`config.mk`:
```
export PLATFORM = sky130hd
export DESIGN_NAME = usr_serial_sequencer
export DESIGN_NICKNAME = d
export VERILOG_FILES = /design/src/rtl/usr_serial_sequencer.sv
export SDC_FILE = /design/constraint.sdc
export NUM_CORES = 1
export LEC_CHECK = 0
export ABC_AREA = 1
export BUFFER_PORTS_ARGS = -buffer_cell sky130_fd_sc_hd__clkbuf_2
export CORE_MARGIN = 2
export CORE_UTILIZATION = 43
export CTS_CLUSTER_SIZE = 20
export DETAILED_ROUTE_END_ITERATION = 8
export PLACE_DENSITY = 0.8
export SYNTH_ARGS = -nofsm -noshare
export SYNTH_HDL_FRONTEND = slang
export SYNTH_SLANG_ARGS = --single-unit
export TNS_END_PERCENT = 30
```
`constraint.sdc`:
```
create_clock -name Clk -period 1.37 [get_ports Clk]
set_input_delay 0.0685 -clock Clk [delete_from_list [all_inputs] [get_ports Clk]]
set_output_delay 0.0685 -clock Clk [all_outputs]
set_load 0.05 [all_outputs]
```
`src/rtl/usr_serial_sequencer.sv`:
```
// Serializer front-end for the 4-bit universal shift register.
// Loads each word, shifts it out LSB- or MSB-first, streams Out back.
module usr_serial_sequencer #(
  parameter int CNT_W = 8
) (
  input  logic             Clk,
  input  logic             Rst,
  input  logic [3:0]       Din,
  input  logic             Din_dir,
  input  logic             Din_valid,
  output logic             Din_ready,
  input  logic             Fill,
  input  logic [3:0]       Sr_out,
  output logic [1:0]       Sel,
  output logic [3:0]       P_in,
  output logic             R_Shift,
  output logic             L_Shift,
  output logic             Ser_out,
  output logic             Ser_valid,
  input  logic             Ser_ready,
  output logic             Ser_last,
  output logic             Busy,
  output logic [CNT_W-1:0] Words_sent
);

  localparam logic [0:0] S_IDLE  = 1'b0;
  localparam logic [0:0] S_SHIFT = 1'b1;

  localparam logic [1:0] SEL_HOLD = 2'b00;
  localparam logic [1:0] SEL_RSH  = 2'b01;
  localparam logic [1:0] SEL_LSH  = 2'b10;
  localparam logic [1:0] SEL_LOAD = 2'b11;

  logic [0:0]       state;
  logic [1:0]       idx;
  logic             dir;
  logic [CNT_W-1:0] cnt;

  logic             last_bit;
  logic [1:0]       shift_code;
  logic             sr_unused;

  assign P_in       = Din;
  assign R_Shift    = Fill;
  assign L_Shift    = Fill;
  assign Words_sent = cnt;
  assign Busy       = Ser_valid;

  assign last_bit   = (idx == 2'd3);
  assign shift_code = dir ? SEL_LSH : SEL_RSH;

  // Middle register bits never reach the serial port.
  assign sr_unused  = ^Sr_out[2:1];
  assign Ser_out    = dir ? Sr_out[3] : Sr_out[0];

  always_comb begin
    Sel       = SEL_HOLD;
    Din_ready = 1'b0;
    Ser_valid = 1'b0;
    Ser_last  = 1'b0;
    if (!Rst) begin
      Sel = SEL_HOLD;
    end else if (state == S_IDLE) begin
      Din_ready = 1'b1;
      Sel       = Din_valid ? SEL_LOAD : SEL_HOLD;
    end else begin
      Ser_valid = 1'b1;
      Ser_last  = last_bit;
      Din_ready = Ser_ready && last_bit;
      if (Ser_ready) begin
        // A pending word reloads over the final shift: no bubble.
        if (last_bit && Din_valid)
          Sel = SEL_LOAD;
        else
          Sel = shift_code;
      end
    end
  end

  always_ff @(posedge Clk) begin
    if (!Rst) begin
      state <= S_IDLE;
      idx   <= 2'd0;
      dir   <= 1'b0;
      cnt   <= '0;
    end else if (state == S_IDLE) begin
      if (Din_valid) begin
        dir   <= Din_dir;
        idx   <= 2'd0;
        state <= S_SHIFT;
      end
    end else if (Ser_ready) begin
      if (!last_bit) begin
        idx <= idx + 2'd1;
      end else begin
        cnt <= cnt + 1'b1;
        if (Din_valid) begin
          dir <= Din_dir;
          idx <= 2'd0;
        end else begin
          state <= S_IDLE;
        end
      end
    end
  end

endmodule

```
==> run_results.csv <==
group,metric,value,unit
setup_path,end_kind,"primary output",
outcome,outcome,"complete, but fails checks",
setup_path,worstPathArrival,1.34,ns
yosys,yosysMostFrequentCell,"nand2_1",
layout,diodes,0,
placement,numPortBuffers,21,
setup_path,criticalPathCategory,"reg2out",
layout,design_area,880,um2
yosys,yosys-top-cells-area,"dfxtp_1 35%, nand2_1 16%, a21oi_1 8.0%",
setup_path,max_stage_delay,0.36,ns
setup_path,cp_slowest_cell,"dfxtp_4",
layout,seqCellArea,245,um2
grt,grt_pass1_vias,610,
yosys,synth_top_area_frac,0.350,
clock_network,cts_tree,"built",
clock_network,clock_sinks,12,
clock_network,cts-root-buf,"clkbuf_4",
yosys,syn_area,687,um2
yosys,yosys-top-cells-count,"30 x nand2_1, 12 x dfxtp_1, 12 x nor2_1",
setup_path,cp_max_fo,6,
yosys,synth_seq_cells,12,
clock_network,cts-buffers-inserted,3,
floorplanning,die-area,0.00193,mm2
clock_network,cts_max_path_buffers,2,
pwr,power_density,889,mW/mm2
detailed_routing,wirelength,1440,um
detailed_routing,detail_route.vias_per_cell,5.05,
timing,setup_slack,-0.0354,ns
grt,grt_start_max_net_pins,10,
detailed_routing,drc,0,
setup_path,rrSetupSlack,0.15,ns
floorplanning,die_x,44.0,um
layout,drive_above_1_share,0.322,
timing,hold_ws,0.0451,ns
grt,grtUsageTotal,0.181,
setup_path,required,1.30,ns
yosys,yosysSeqAreaShare,0.350,
grt,grt_util_met1,0.199,
timing,final.setup_skew,0.000910,ns
floorplanning,num_io_pins,35,
yosys,synth_cell_types,17,
placement,preCtsSetupSlack,0.0607,ns
timing,finalSetupTns,-0.0555,ns
detailed_routing,drt_iter0_markers,8,
detailed_routing,first_pass_iters,4,
placement,dpl.hpwl,1090,um
yosys,synth_largest_area_cell,"dfxtp_1",
grt,grt_util_met2,0.312,
yosys,synth_edf_count,0,
layout,nFillCells,149,
outcome,violations,"setup timing",
min_path,hp-class,"in2reg",
detailed_routing,final_antenna_net_count,0,
floorplanning,core.rowCount,14,
timing,hold_viol,0,
clock_network,ctsHoldBuffers,0,
grt,grt_pass1_wl,2530,um
floorplanning,core-area,0.00151,mm2
placement,placedCellCount,132,
layout,stdcell_count,137,
pwr,leakagePower,0.411,nW
detailed_routing,vias,692,
timing,tightest_slew,0.300,ns
timing,rsz0062_at_grt,"yes",
setup_path,startpoint_type,"register",
yosys,avgSynthCellArea,6.80,um2
yosys,synth_nets,117,
yosys,async_flop_share,0,
pwr,vdd_ir_drop_max,0.739,mV
timing,min_period,1.41,ns
yosys,syn_inst,101,
grt,grt.busiest_layer,"met2",
timing,maxSlewViolCount,0,
yosys,ys.flop_type,"dfxtp_1",
clock_network,insertion_delay,0.27,ns
layout,multi_input_area,384,um2
floorplanning,initial_core_util,0.456,
clock_network,htreeDepth,1,
detailed_routing,wl_per_cell,10.5,um
floorplanning,die_h,44.0,um
placement,place_area,782,um2
yosys,ys_warn_count,0,
timing,setup_viol,3,
timing,slew_headroom,0.800,
grt,antenna_found_initial,0,
layout,synthToLayoutAreaGrowth,28.1,%
clock_network,clkTransAtPathRegs,0.08,ns
placement,gp_congestion,0.778,
layout,fin_nets,138,
timing,fmax,712,MHz
grt,grt-ovfl-total,0,
grt,use_met3,0.0750,
job,drv_cap,0,
setup_path,cp_cell_sequence,"ha_4 > buf_4 > nand2_1 > a21oi_2 > buf_8",
timing,period_share,1.03,
==> where the power goes <==
part	internal, mW	switching [mW]	leakage, nW
logic	0.0477	0.0901	0.291
clock network	0.162	0.124	0.0210
registers	0.352	0.00633	0.0985
==> stage by stage <==
step / utilization / total power, mW
after global routing: 0.584 / 0.822
final: 0.584 / 0.782
after CTS: 0.578 / 0.785
after global placement: 0.519 / 0.484
after detailed placement: 0.519 / 0.487
after floorplan: - / 0.502
==> per-layer routing <==
metal / share of wire / vias up
li1: - / 356
met3: 0.060 / 2
met1: 0.40 / 316
met2: 0.53 / 18
met4: 0.0097 / 0
met5: 0 / -
==> cells by family after synthesis <==
group | Yosys count | share of synthesized area
AO/OA/AOI/OAI | 14 | 0.104
XOR/XNOR | 1 | 0.0128
adder cells (fa/ha/maj) | 2 | 0.0364
buffers and inverters | 17 | 0.131
flip-flops | 12 | 0.350
AND/OR/NAND/NOR | 55 | 0.366
==> final timing paths <==
check | from | to | depth (start not counted)
hold / removal | Din_dir | dir$_SDFFE_PN0P_ | 3
setup reg to reg | idx[1]$_SDFFE_PN0N_ | idx[1]$_SDFFE_PN0N_ | 8
setup / recovery | idx[1]$_SDFFE_PN0N_ | Din_ready | 5
hold reg to reg | Words_sent[1]$_SDFFE_PN0P_ | Words_sent[1]$_SDFFE_PN0P_ | 2
==> what timing repair did <==
item | CTS | global route
pin swaps | 3 | 2
setup endpoints to repair | 3 | 4
gates resized for setup | 14 | 6
setup buffers | 1 | 0
==> final cells by class <==
class / count / share of cell area
multi-input combinational: 72 / 0.437
inverter: 9 / 0.0384
timing repair buffer: 24 / 0.182
clock buffer: 4 / 0.0413
sequential: 12 / 0.279
tap: 16 / 0.0228
==> state kept, by name, summed over array words and instances, names as in the netlist <==
register and flops:
dir 1, state 1, Words_sent 8, idx 2
==> cells in the final DEF, fill, tap and decap left out, types with 2 or more instances in the layout <==
| cell type | n |
|---|---|
| nor2_4 | 2 |
| buf_4 | 3 |
| clkbuf_2 | 17 |
| buf_8 | 3 |
| dfxtp_1 | 10 |
| a21oi_2 | 3 |
| nor2_1 | 12 |
| clkbuf_4 | 4 |
| nand3_1 | 7 |
| a21oi_1 | 8 |
| inv_1 | 8 |
| nand2_1 | 30 |
==> critical path: cells and delay by family (launching register included) <==
family / cells / cell delay [ns]
AND/OR/NAND/NOR: 1 / 0.08
AO/OA/AOI/OAI: 1 / 0.17
adder cells (fa/ha/maj): 1 / 0.14
flip-flops: 1 / 0.36
buffers and inverters: 2 / 0.31
(Power assumes the default switching activity.)
